File: config.mk
export PLATFORM = sky130hd
export DESIGN_NAME = image_sampling_processor_flat
export DESIGN_NICKNAME = d
export VERILOG_FILES = /design/src/rtl/image_sampling_processor_pkg.sv /design/src/rtl/image_sampling_processor_if.sv /design/src/rtl/image_sampling_processor_uart_8n1.sv /design/src/rtl/image_sampling_processor.sv /design/src/flat_wrapper.sv
export SDC_FILE = /design/constraint.sdc
export NUM_CORES = 2
export LEC_CHECK = 0
export BUFFER_PORTS_ARGS = -buffer_cell sky130_fd_sc_hd__buf_2
export CAP_MARGIN = 20
export CORE_ASPECT_RATIO = 0.9
export CORE_MARGIN = 8
export CORE_UTILIZATION = 50
export CTS_CLUSTER_SIZE = 30
export DETAILED_ROUTE_END_ITERATION = 8
export PLACE_DENSITY = 0.74
export SKIP_LAST_GASP = 1
export SLEW_MARGIN = 5
export SYNTH_ARGS = -nofsm -noshare
export SYNTH_HDL_FRONTEND = slang
export SYNTH_SLANG_ARGS = --single-unit
File: constraint.sdc
create_clock -name clk -period 8.2 [get_ports clk]
set_input_delay 1.64 -clock clk [delete_from_list [all_inputs] [get_ports clk]]
set_output_delay 1.64 -clock clk [all_outputs]
set_load 0.005 [all_outputs]
File: src/rtl/image_sampling_processor_pkg.sv
// Shared state encoding, UART framing constants and the pixel-pair averager.
// Define ROUND_EN for round-half-up averaging; the default build truncates.
package image_sampling_pkg;

    typedef enum logic [2:0] {
        IDLE,
        RX_LOAD,
        FETCH_A,
        FETCH_B,
        EXEC,
        PAUSE,
        TX_SEND
    } state_t;

    localparam logic START_BIT = 1'b0;
    localparam logic STOP_BIT  = 1'b1;
    localparam int   DATA_BITS = 8;

    // The 9-bit sum holds 255+255+1 without overflow.
    function automatic logic [7:0] avg8(input logic [7:0] a, input logic [7:0] b);
        logic [8:0] sum;
`ifdef ROUND_EN
        sum = {1'b0, a} + {1'b0, b} + 9'd1;
`else
        sum = {1'b0, a} + {1'b0, b};
`endif
        return sum[8:1];
    endfunction

endpackage

File: src/rtl/image_sampling_processor_if.sv
// Front-panel, UART and external-memory signals of the down-sampling processor.
interface image_sampling_processor_if;
    logic        enablle;
    logic        resume_sw;
    logic        send;
    logic        receive;
    logic        rx;
    logic        tx;
    logic [15:0] toMEM;
    logic [15:0] add_M;
    logic        enable_check;
    logic        pause_LED;
    logic        fetch_LED;
    logic        tx_LED;
    logic        rx_LED;
    logic [15:0] testout;

    modport master (
        output enablle, resume_sw, send, receive, rx,
        input  tx, toMEM, add_M, enable_check, pause_LED, fetch_LED, tx_LED, rx_LED, testout
    );

    modport slave (
        input  enablle, resume_sw, send, receive, rx,
        output tx, toMEM, add_M, enable_check, pause_LED, fetch_LED, tx_LED, rx_LED, testout
    );
endinterface

File: src/rtl/image_sampling_processor_uart_8n1.sv
// 8N1 UART: mid-bit sampling receiver with false-start rejection, and a
// transmitter that accepts the next byte during the last stop-bit cycle.
module uart_8n1 import image_sampling_pkg::*; #(
    parameter int CLKS_PER_BIT = 5208
) (
    input  logic       clk,
    input  logic       rst_n,
    input  logic       rx,
    input  logic       tx_start,
    input  logic [7:0] tx_data,
    output logic [7:0] rx_data,
    output logic       rx_valid,
    output logic       rx_ferr,
    output logic       tx,
    output logic       tx_busy
);
    localparam int            CW       = $clog2(CLKS_PER_BIT + 1);
    localparam logic [CW-1:0] FULL_M1  = CW'(CLKS_PER_BIT - 1);
    localparam logic [CW-1:0] HALF_M1  = CW'(CLKS_PER_BIT / 2 - 1);
    localparam logic [3:0]    LAST_BIT = 4'(DATA_BITS + 1);

    logic          rx_prev, rx_act;
    logic [CW-1:0] rx_cnt;
    logic [3:0]    rx_bit;
    logic [7:0]    rx_sh;

    logic          tx_act, tx_last;
    logic [CW-1:0] tx_cnt;
    logic [3:0]    tx_bit;
    logic [9:0]    tx_sh;

    // rx_bit 0 is the start-bit half-period, 1..8 data, 9 the stop bit.
    always_ff @(posedge clk or negedge rst_n) begin
        if (!rst_n) begin
            rx_prev  <= 1'b1;
            rx_act   <= 1'b0;
            rx_cnt   <= '0;
            rx_bit   <= '0;
            rx_sh    <= '0;
            rx_valid <= 1'b0;
            rx_ferr  <= 1'b0;
        end else begin
            rx_prev  <= rx;
            rx_valid <= 1'b0;
            rx_ferr  <= 1'b0;
            if (!rx_act) begin
                if (rx_prev && !rx) begin
                    rx_act <= 1'b1;
                    rx_cnt <= '0;
                    rx_bit <= '0;
                end
            end else if (rx_bit == 4'd0) begin
                if (rx_cnt == HALF_M1) begin
                    rx_cnt <= '0;
                    if (rx) rx_act <= 1'b0;
                    else    rx_bit <= 4'd1;
                end else begin
                    rx_cnt <= rx_cnt + CW'(1);
                end
            end else if (rx_cnt == FULL_M1) begin
                rx_cnt <= '0;
                if (rx_bit == LAST_BIT) begin
                    rx_act   <= 1'b0;
                    rx_valid <= 1'b1;
                    rx_ferr  <= (rx != STOP_BIT);
                end else begin
                    rx_sh  <= {rx, rx_sh[7:1]};
                    rx_bit <= rx_bit + 4'd1;
                end
            end else begin
                rx_cnt <= rx_cnt + CW'(1);
            end
        end
    end

    assign rx_data = rx_sh;

    assign tx_last = tx_act && (tx_bit == LAST_BIT) && (tx_cnt == FULL_M1);
    assign tx_busy = tx_act && !tx_last;
    assign tx      = tx_act ? tx_sh[0] : STOP_BIT;

    always_ff @(posedge clk or negedge rst_n) begin
        if (!rst_n) begin
            tx_act <= 1'b0;
            tx_cnt <= '0;
            tx_bit <= '0;
            tx_sh  <= '1;
        end else if (tx_start && !tx_busy) begin
            tx_act <= 1'b1;
            tx_cnt <= '0;
            tx_bit <= '0;
            tx_sh  <= {STOP_BIT, tx_data, START_BIT};
        end else if (tx_act) begin
            if (tx_cnt == FULL_M1) begin
                tx_cnt <= '0;
                if (tx_last) begin
                    tx_act <= 1'b0;
                end else begin
                    tx_bit <= tx_bit + 4'd1;
                    tx_sh  <= {STOP_BIT, tx_sh[9:1]};
                end
            end else begin
                tx_cnt <= tx_cnt + CW'(1);
            end
        end
    end

endmodule

File: src/rtl/image_sampling_processor.sv
// Image down-sampler: UART load, in-place pair averaging, UART transmit.
// Optional macro ROUND_EN switches the averager to round-half-up.
module image_sampling_processor import image_sampling_pkg::*; #(
    parameter int CLKS_PER_BIT = 5208,
    parameter int IMG_WORDS    = 256
) (
    input  logic                      clk,
    input  logic                      rst_n,
    image_sampling_processor_if.slave io
);
    localparam int            HALF_W  = IMG_WORDS / 2;
    localparam int            AW      = (IMG_WORDS > 2) ? $clog2(IMG_WORDS) : 1;
    localparam logic [AW-1:0] LAST_RX = AW'(IMG_WORDS - 1);
    localparam logic [AW-1:0] LAST_I  = AW'(HALF_W - 1);
    localparam logic [AW-1:0] N_OUT   = AW'(HALF_W);

    state_t        state, state_nxt;
    logic [4:0]    sync1, sync2;
    logic [1:0]    edge_d;
    logic          send_rise, recv_rise, en_s, res_s;
    logic          enable_check_r;
    logic [AW-1:0] idx, rx_count, tx_count, addr_a, addr_b;
    logic          clr_i, inc_i, clr_rx, clr_tx, tx_start, rx_wr;
    logic [7:0]    pix_a, pix_b, avg;
    logic [15:0]   add_m_r, to_mem_r, testout_r;
    logic [7:0]    ram [IMG_WORDS];
    logic [7:0]    rx_data;
    logic          rx_valid, rx_ferr, tx_w, tx_busy;

    // Synchronizer bits: [4] rx, [3] resume_sw, [2] enablle, [1] receive, [0] send.
    always_ff @(posedge clk or negedge rst_n) begin
        if (!rst_n) begin
            sync1          <= 5'b10000;
            sync2          <= 5'b10000;
            edge_d         <= 2'b00;
            enable_check_r <= 1'b0;
        end else begin
            sync1          <= {io.rx, io.resume_sw, io.enablle, io.receive, io.send};
            sync2          <= sync1;
            edge_d         <= sync2[1:0];
            enable_check_r <= sync2[2];
        end
    end

    assign send_rise = sync2[0] & ~edge_d[0];
    assign recv_rise = sync2[1] & ~edge_d[1];
    assign en_s      = sync2[2];
    assign res_s     = sync2[3];

    uart_8n1 #(.CLKS_PER_BIT(CLKS_PER_BIT)) u_uart (
        .clk      (clk),
        .rst_n    (rst_n),
        .rx       (sync2[4]),
        .tx_start (tx_start),
        .tx_data  (ram[tx_count]),
        .rx_data  (rx_data),
        .rx_valid (rx_valid),
        .rx_ferr  (rx_ferr),
        .tx       (tx_w),
        .tx_busy  (tx_busy)
    );

    assign rx_wr  = (state == RX_LOAD) && rx_valid && !rx_ferr;
    assign addr_a = AW'({idx, 1'b0});
    assign addr_b = addr_a | AW'(1);
    assign avg    = avg8(pix_a, pix_b);

    always_comb begin
        state_nxt = state;
        clr_i     = 1'b0;
        inc_i     = 1'b0;
        clr_rx    = 1'b0;
        clr_tx    = 1'b0;
        tx_start  = 1'b0;
        case (state)
            IDLE: begin
                if (recv_rise) begin
                    state_nxt = RX_LOAD;
                    clr_rx    = 1'b1;
                end else if (en_s) begin
                    state_nxt = FETCH_A;
                    clr_i     = 1'b1;
                end else if (send_rise) begin
                    state_nxt = TX_SEND;
                    clr_tx    = 1'b1;
                end
            end
            RX_LOAD: if (rx_wr && rx_count == LAST_RX) state_nxt = IDLE;
            FETCH_A: state_nxt = FETCH_B;
            FETCH_B: state_nxt = EXEC;
            EXEC: begin
                if (idx == LAST_I) begin
                    state_nxt = IDLE;
                end else if (!en_s) begin
                    state_nxt = PAUSE;
                end else begin
                    inc_i     = 1'b1;
                    state_nxt = FETCH_A;
                end
            end
            PAUSE: begin
                if (en_s && res_s) begin
                    inc_i     = 1'b1;
                    state_nxt = FETCH_A;
                end
            end
            // tx_busy drops in the final stop-bit cycle so frames run back to back.
            TX_SEND: begin
                if (!tx_busy) begin
                    if (tx_count == N_OUT) state_nxt = IDLE;
                    else                   tx_start  = 1'b1;
                end
            end
            default: state_nxt = IDLE;
        endcase
    end

    always_ff @(posedge clk or negedge rst_n) begin
        if (!rst_n) begin
            state     <= IDLE;
            idx       <= '0;
            rx_count  <= '0;
            tx_count  <= '0;
            add_m_r   <= '0;
            to_mem_r  <= '0;
            testout_r <= '0;
        end else begin
            state <= state_nxt;
            if (clr_i)       idx <= '0;
            else if (inc_i)  idx <= idx + AW'(1);
            if (clr_rx)      rx_count <= '0;
            else if (rx_wr)  rx_count <= rx_count + AW'(1);
            if (clr_tx)        tx_count <= '0;
            else if (tx_start) tx_count <= tx_count + AW'(1);
            if (state == EXEC) begin
                add_m_r   <= 16'(idx);
                to_mem_r  <= {8'h00, avg};
                testout_r <= {8'(idx), avg};
            end
        end
    end

    // Result i overwrites RAM[i]; its sources 2i and 2i+1 are never behind it.
    always_ff @(posedge clk) begin
        if (rx_wr)              ram[rx_count] <= rx_data;
        else if (state == EXEC) ram[idx]      <= avg;
        if (state == FETCH_A) pix_a <= ram[addr_a];
        if (state == FETCH_B) pix_b <= ram[addr_b];
    end

    assign io.tx           = tx_w;
    assign io.toMEM        = to_mem_r;
    assign io.add_M        = add_m_r;
    assign io.testout      = testout_r;
    assign io.enable_check = enable_check_r;
    assign io.pause_LED    = (state == PAUSE);
    assign io.fetch_LED    = (state == FETCH_A) || (state == FETCH_B);
    assign io.tx_LED       = (state == TX_SEND);
    assign io.rx_LED       = (state == RX_LOAD);

endmodule

File: src/flat_wrapper.sv
// flat-port wrapper written by rule: the top's interface ports become plain ports
module image_sampling_processor_flat import image_sampling_pkg::*;
#(
    parameter int CLKS_PER_BIT = 5208,
    parameter int IMG_WORDS    = 256
)
  (clk, rst_n, io_enablle, io_resume_sw, io_send, io_receive, io_rx, io_tx, io_toMEM, io_add_M, io_enable_check, io_pause_LED, io_fetch_LED, io_tx_LED, io_rx_LED, io_testout);
  image_sampling_processor_if io_i ();
  input  logic clk;
  input  logic rst_n;
  input wire logic [$bits(io_i.enablle)-1:0] io_enablle;
  input wire logic [$bits(io_i.resume_sw)-1:0] io_resume_sw;
  input wire logic [$bits(io_i.send)-1:0] io_send;
  input wire logic [$bits(io_i.receive)-1:0] io_receive;
  input wire logic [$bits(io_i.rx)-1:0] io_rx;
  output wire logic [$bits(io_i.tx)-1:0] io_tx;
  output wire logic [$bits(io_i.toMEM)-1:0] io_toMEM;
  output wire logic [$bits(io_i.add_M)-1:0] io_add_M;
  output wire logic [$bits(io_i.enable_check)-1:0] io_enable_check;
  output wire logic [$bits(io_i.pause_LED)-1:0] io_pause_LED;
  output wire logic [$bits(io_i.fetch_LED)-1:0] io_fetch_LED;
  output wire logic [$bits(io_i.tx_LED)-1:0] io_tx_LED;
  output wire logic [$bits(io_i.rx_LED)-1:0] io_rx_LED;
  output wire logic [$bits(io_i.testout)-1:0] io_testout;
  assign io_i.enablle = io_enablle;
  assign io_i.resume_sw = io_resume_sw;
  assign io_i.send = io_send;
  assign io_i.receive = io_receive;
  assign io_i.rx = io_rx;
  assign io_tx = io_i.tx;
  assign io_toMEM = io_i.toMEM;
  assign io_add_M = io_i.add_M;
  assign io_enable_check = io_i.enable_check;
  assign io_pause_LED = io_i.pause_LED;
  assign io_fetch_LED = io_i.fetch_LED;
  assign io_tx_LED = io_i.tx_LED;
  assign io_rx_LED = io_i.rx_LED;
  assign io_testout = io_i.testout;
  image_sampling_processor #(.CLKS_PER_BIT(CLKS_PER_BIT), .IMG_WORDS(IMG_WORDS)) u_core (.clk(clk), .rst_n(rst_n), .io(io_i));
endmodule
Word level (Yosys, flattened, before mapping)
Memory sizes are Yosys's and may differ from the RTL's. A register that Yosys moved wholly into a read port is not among the register bits.
Index checks and enable logic that the tools add are counted.
W data, S select, Z words.
{ "op_classes": {"n_mux": 82, "n_bitwise": 7, "reduce_logical": 27, "eq_ne": 24, "add_sub_neg": 8} }
{ "ops": {"columns": ["op", "n"], "rows": [
  ["$mux W13", 8],
  ["$mux W8", 8],
  ["$mux W4", 11],
  ["$mux W1", 40],
  ["$mux W10", 4],
  ["$mux W3", 9],
  ["$add A13 B1 Y13 const B", 2],
  ["$eq A13 B13 Y1 const B", 2],
  ["$add A8 B1 Y8 const B", 3],
  ["$pmux W3 S7", 1],
  ["$eq A8 B8 Y1 const B", 2],
  ["$eq A13 B12 Y1 const B", 1],
  ["$reduce_bool A2 Y1", 6],
  ["$reduce_and A5 Y1", 2],
  ["$add A8 B8 Y9", 1],
  ["$eq A3 B3 Y1 const B", 3],
  ["$logic_and A1 B1 Y1", 9],
  ["$add A4 B1 Y4 const B", 2],
  ["$eq A4 B4 Y1 const B", 2],
  ["$eq A8 B7 Y1 const B", 1],
  ["$ne A2 B1 Y1 const B", 4],
  ["$reduce_or A8 Y1", 1],
  ["$eq A3 B2 Y1 const B", 2],
  ["$ne A3 B3 Y1 const B", 2],
  ["14 further kinds", 22]
]} }
{ "totals": {"memories": 1, "inputBits": 7, "word_cells": 171, "output_inout_bits": 54, "register_bits": 129, "ramBits": 2048} }
{ "memory_table": {"columns": ["name", "words", "word_bits", "rd", "rd_ports_with_merged_regs", "wr", "line_no", "source"], "rows": [
  ["u_core.ram", 256, 8, 3, 2, 1, "image_sampling_processor.sv:26", "logic [7:0] ram [IMG_WORDS];"]
]} }

Longest topological paths before layout
{ "depth": {"depth_word": 10, "ltp_mapped": 15, "mapped_depth_nobuf": 9} }

Hierarchy
Synthesis repeated with hierarchy kept, for this count alone.
{ "unflattened": {"cells_unflattened": 5065, "area_unflattened_um2": 101712.6} }
{ "modules_own_cells": {"columns": ["mod", "cells_per_inst", "instances", "area_each_um2"], "rows": [
  ["image_sampling_processor", 4782, 1, 98887.3],
  ["uart_8n1", 283, 1, 2825.2]
]} }

Worst setup path before layout
No wires, ideal clock.
{ "synth_path": {"path_kind": "flip-flop to flip-flop", "from": "register u_core.state[2]", "to": "memory u_core.ram[0][6], data pin", "stages_incl_launch_ff": 8, "arrival_time_ps": 4824, "setup_time_ps": 1515, "path_slack_ps": 1860, "n_path_buf": 4, "required_time_ps": 6685, "path_cell_list": "dfrtp_1 clkbuf_1 or3b_2 clkbuf_1 buf_1 clkbuf_1 nand2_1 nand3_1"} }
{ "synth_between": {"elab_chain_len": 7, "elab_cells_between_ends": 9, "classes_between": "2 x eq/ne; 4 x mux; 3 x reduce/logical"} }
{ "synth_lines": {"columns": ["item", "line_no", "source"], "rows": [
  ["start: declaration", "image_sampling_processor.sv:17", "state_t state, state_nxt;"],
  ["start signal: assignment", "image_sampling_processor.sv:128", "state <= state_nxt;"],
  ["$eq A3 B1 Y1", "image_sampling_processor.sv:63", "assign rx_wr = (state == RX_LOAD) && rx_valid && !rx_ferr;"],
  ["$logic_and A1 B1 Y1 (2 in series)", "image_sampling_processor.sv:63", null],
  ["$mux W1 *", "image_sampling_processor.sv:145", "if (rx_wr) ram[rx_count] <= rx_data;"],
  ["$mux W1 (implied by the code) *", "image_sampling_processor.sv:146", "else if (state == EXEC) ram[idx] <= avg;"],
  ["$reduce_or A8 Y1 (no line) *", null, null],
  ["$mux W8 (no line) *", null, null],
  ["end: declaration", "image_sampling_processor.sv:26", null]
]} }
Every way passes the cells marked *; elsewhere a longest branch is shown, timed or not.

Worst setup path in the final report
{ "layout_path": {"from": "register u_core.pix_b[2], read port of u_core.ram", "to": "memory u_core.ram[194][7], data pin"} }
{ "layout_between": {"elab_chain_len": 2} }
{ "layout_lines": {"columns": ["item", "line_no", "source"], "rows": [
  ["start: declaration", "image_sampling_processor.sv:24", "logic [7:0] pix_a, pix_b, avg;"],
  ["$add A8 B8 Y9", "image_sampling_processor_pkg.sv:25", "sum = {1'b0, a} + {1'b0, b};"],
  ["$mux W8 (no line)", null, null]
]} }
Every way passes these cells.

==> run_results.csv <==
group,metric,value,unit
sta,worstMarginPinSlew,1.46,ns
critical_path,r2r-start,"u_core.pix_b[2]$_DFFE_PN_",
place,hpwl,214000,um
critical_path,critPathLaunchType,"flop",
cts,h-tree-depth,4,
cells_and_area,finalNetCount,5311,
status,status,"finished, final reports clean",
pwr,power_density,297,mW/mm2
cts,clk_pin_slew_worst_paths,0.07,ns
floorplanning,dieArea,0.218,mm2
place,gp_congestion,0.975,
drt,wl_per_cell,40.3,um
cts,cts_setup_buffers,0,
sta,post-route-period-util,0.626,
grt,grt_antenna_before_repair,34,
pwr,p_switching,10.3,mW
cts,cts_hold_buf,0,
pwr,p_int,23.3,mW
yosys,yosysMostFrequentCell,"edfxtp_1",
floorplanning,ios,61,
hold_path,whs_endpoint,"u_core.sync2[4]$_DFF_PN1_",
yosys,synthTopCellsByArea,"edfxtp_1 61%, mux4_2 26%, dfrtp_1 2.5%",
pwr,netSwitchingFraction,0.308,
cts,clkLatencyLatePin,0.91,ns
cts,clockBufferDepth,3,
sta,finClkSkew,0.0864,ns
drt,vias,60721,
sta,whs,0.292,ns
cts,cts_root_buf,"clkbuf_16",
cts,cts_tree,"built",
yosys,synth_area,0.102,mm2
critical_path,worstPathCellList,"ha_1 -> a21o_1 -> a21oi_1 -> o21bai_1 -> a21oi_1 -> o21ai_0 -> a211o_1 -> o21a_4 -> buf_4 -> buf_4 -> buf_16",
pwr,combPwrFrac,0.282,
critical_path,cp_num_buf_inv,3,
yosys,avgSynthCellArea,19.6,um2
floorplanning,die_width,492,um
place,io_buffers,44,
drt,wl,331000,um
floorplanning,row_count,157,
critical_path,crit_path_max_fanout,77,
cts,cts_resized,0,
yosys,synthDistinctLibCells,76,
drt,final_antenna_net_count,0,
cells_and_area,nFillCells,14750,
sta,slew_viol_final,0,
floorplanning,core_area,0.203,mm2
cells_and_area,final_area,0.113,mm2
grt,grt_pass1_wl,460000,um
cells_and_area,area_growth,11.2,%
yosys,synth_seq_cells,2176,
grt,grt_max_degree,257,
floorplanning,initial_utilization,0.502,
pwr,clkPwrFrac,0.310,
drt,drt_iter0_markers,10949,
floorplanning,die_h,444,um
sta,setup-tns-final,0,ns
sta,slew_headroom,0.0236,
critical_path,crit_family,"compound AO/OA/AOI/OAI gates",
sta,setup_viol,0,
yosys,synthCells,5190,
critical_path,criticalPathCategory,"reg -> reg",
critical_path,reg2reg_depth,11,
grt,overflow,0,
drt,post-route-drc-count,0,
critical_path,slowest_delay,0.75,ns
yosys,ys_seq_area_frac,0.636,
grt,grt_pass1_vias,58219,
sta,rsz0062_at_grt,"false",
cts,clock-sinks,2176,
pwr,leakagePower,35.1,nW
yosys,synth_common_cells,"2064 x edfxtp_1, 1170 x mux4_2, 341 x nor2_1, 199 x nand2_1, 179 x clkbuf_1",
sta,period_minus_slack,5.13,ns
hold_path,whs_path_depth,0,
sta,clock.fmax,0.195,GHz
yosys,yosys.area.top_type_share,0.609,
critical_path,critPathArrivalTime,5.78,ns
pwr,seq_power_share,0.408,
drt,drt-vias-per-instance,7.41,
yosys,synthArstFlopShare,0.0515,
critical_path,slowest_stage,"buf_4",
grt,grt_usage,0.297,
yosys,synth_edf_count,2064,
sta,hold_viol,0,
yosys,synth_ff_type,"edfxtp_1",
critical_path,cp_data_required_time,8.84,ns
drt,detail_route.first_pass.iterations,6,
place,dpl-instance-area,0.106,mm2
hold_path,min_from,"u_core.sync1[4]$_DFF_PN1_",
yosys,synth_top_area_cell,"edfxtp_1",
critical_path,endpoint_kind,"flop",
yosys,yosysWarningCount,0,
cts,cts_made_buffers,216,
critical_path,rrSetupSlack,3.07,ns
hold_path,hold_path_class,"reg -> reg",
cells_and_area,drive_above_1_share,0.349,
pwr,ir_drop,408,uV
flow_run,cap_violations,0,
critical_path,r2r-end,"u_core.ram[194][7]$_DFFE_PP_",
==> power by group through the flow <==
stage	Sequential, mW	Combinational [mW]	Clock [mW]
after floorplan	14.1	6.51	0
after global routing	13.7	9.79	10.8
after detailed placement	13.9	9.23	0
after global placement	13.9	9.10	0
final	13.7	9.48	10.4
after CTS	13.7	9.27	10.4
==> final cells by class <==
cell class / instances / area [um2] / area share
flip-flops and latches: 2176 / 64800 / 0.572
multi-input cells: 2568 / 35000 / 0.309
clock buffers: 261 / 5690 / 0.0503
well taps: 2703 / 3380 / 0.0299
repair buffers: 288 / 2400 / 0.0212
clock inverters: 138 / 1720 / 0.0152
inverters: 33 / 136 / 0.00120
diodes: 26 / 65.1 / 0.000575
==> cells by family after synthesis <==
family / Yosys count / synth area share
DFF: 2176 / 0.636
other: 1 / 0.0000368
adders and majority gates: 21 / 0.00265
AOI/OAI and AO/OA: 403 / 0.0266
buffers and inverters: 461 / 0.0222
muxes: 1333 / 0.275
and+or+nand+nor: 759 / 0.0337
xor gates and xnor gates: 36 / 0.00310
==> stage by stage <==
| step | instances | util | setup WS [ns] | total power [mW] |
|---|---|---|---|---|
| final | 8193 | 0.558 | 3.07 | 33.6 |
| after global routing | 8168 | 0.558 | 3.02 | 34.3 |
| after CTS | 8150 | 0.557 | 3.00 | 33.4 |
| after detailed placement | 7751 | 0.520 | 3.08 | 23.2 |
| after global placement | 7731 | 0.519 | 3.21 | 23.0 |
| after floorplan | 5205 | - | 1.86 | 20.6 |
==> state kept, by name (all words and copies together), names as in the netlist, 2 cells and up <==
signal and cells:
u_core.state 3, u_core.u_uart.rx_cnt 13, u_core.u_uart.tx_bit 4, u_core.ram 2048
u_core.io.testout 16, u_core.sync1 5, u_core.u_uart.rx_bit 4, u_core.edge_d 2
u_core.pix_b 8, u_core.pix_a 8, u_core.u_uart.tx_cnt 13, u_core.sync2 5
u_core.tx_count 8, u_core.rx_count 8, u_core.u_uart.rx_data 8, u_core.idx 8
u_core.u_uart.tx_sh 9
==> placed cells by master (no fill, tap or decap), types with 15 or more instances in the layout <==
cell,netlist,final
edfxtp_1,2064,2064
mux4_2,1170,1170
nor2_1,341,333
clkbuf_16,0,216
buf_4,63,200
nand2_1,199,193
mux2i_1,120,120
dfrtp_1,100,90
o21ai_0,87,86
a21oi_1,67,67
a22oi_1,57,57
clkinv_2,0,48
buf_2,136,44
mux2_2,43,43
nand3_1,39,38
o22ai_1,34,34
clkbuf_1,179,33
inv_1,31,29
clkinv_1,2,29
bufinv_16,0,28
diode_2,0,26
a221oi_1,26,26
nand2b_1,22,22
xnor2_1,20,20
ha_1,20,20
buf_6,16,20
buf_12,0,20
or3_1,19,19
a211oi_1,18,18
o211ai_1,17,17
xor2_1,16,16
conb_1,1,16
a22o_1,15,15
==> worst register-to-register path, delay by kind of cell (launching register included) <==
family / cells / cell delay (ns)
buffers and inverters: 3 / 1.75
adders and majority gates: 1 / 0.40
AOI/OAI and AO/OA: 7 / 2.31
DFF: 1 / 0.39
==> per-layer routing <==
| metal | share of wire | wire length, um | global-route usage |
|---|---|---|---|
| met2 | 0.44 | 145000 | 0.431 |
| met3 | 0.17 | 56500 | 0.140 |
| met5 | 0.00060 | 198 | 0.00374 |
| met4 | 0.061 | 20100 | 0.146 |
| met1 | 0.33 | 108000 | 0.377 |
==> worst max-delay path by stage <==
| stage | from | to | cells past startpoint |
|---|---|---|---|
| after floorplan | u_core.state[2]$_DFFE_PN0P_ | u_core.ram[0][6]$_DFFE_PP_ | 7 |
| after global placement | u_core.pix_b[2]$_DFFE_PN_ | u_core.ram[192][7]$_DFFE_PP_ | 10 |
| after detailed placement | u_core.pix_b[2]$_DFFE_PN_ | u_core.ram[142][7]$_DFFE_PP_ | 10 |
| after CTS | u_core.pix_b[2]$_DFFE_PN_ | u_core.ram[195][7]$_DFFE_PP_ | 10 |
| after global routing | u_core.pix_b[2]$_DFFE_PN_ | u_core.ram[195][7]$_DFFE_PP_ | 11 |
| final | u_core.pix_b[2]$_DFFE_PN_ | u_core.ram[194][7]$_DFFE_PP_ | 11 |
Note: power is estimated with default switching activity, not from simulation.
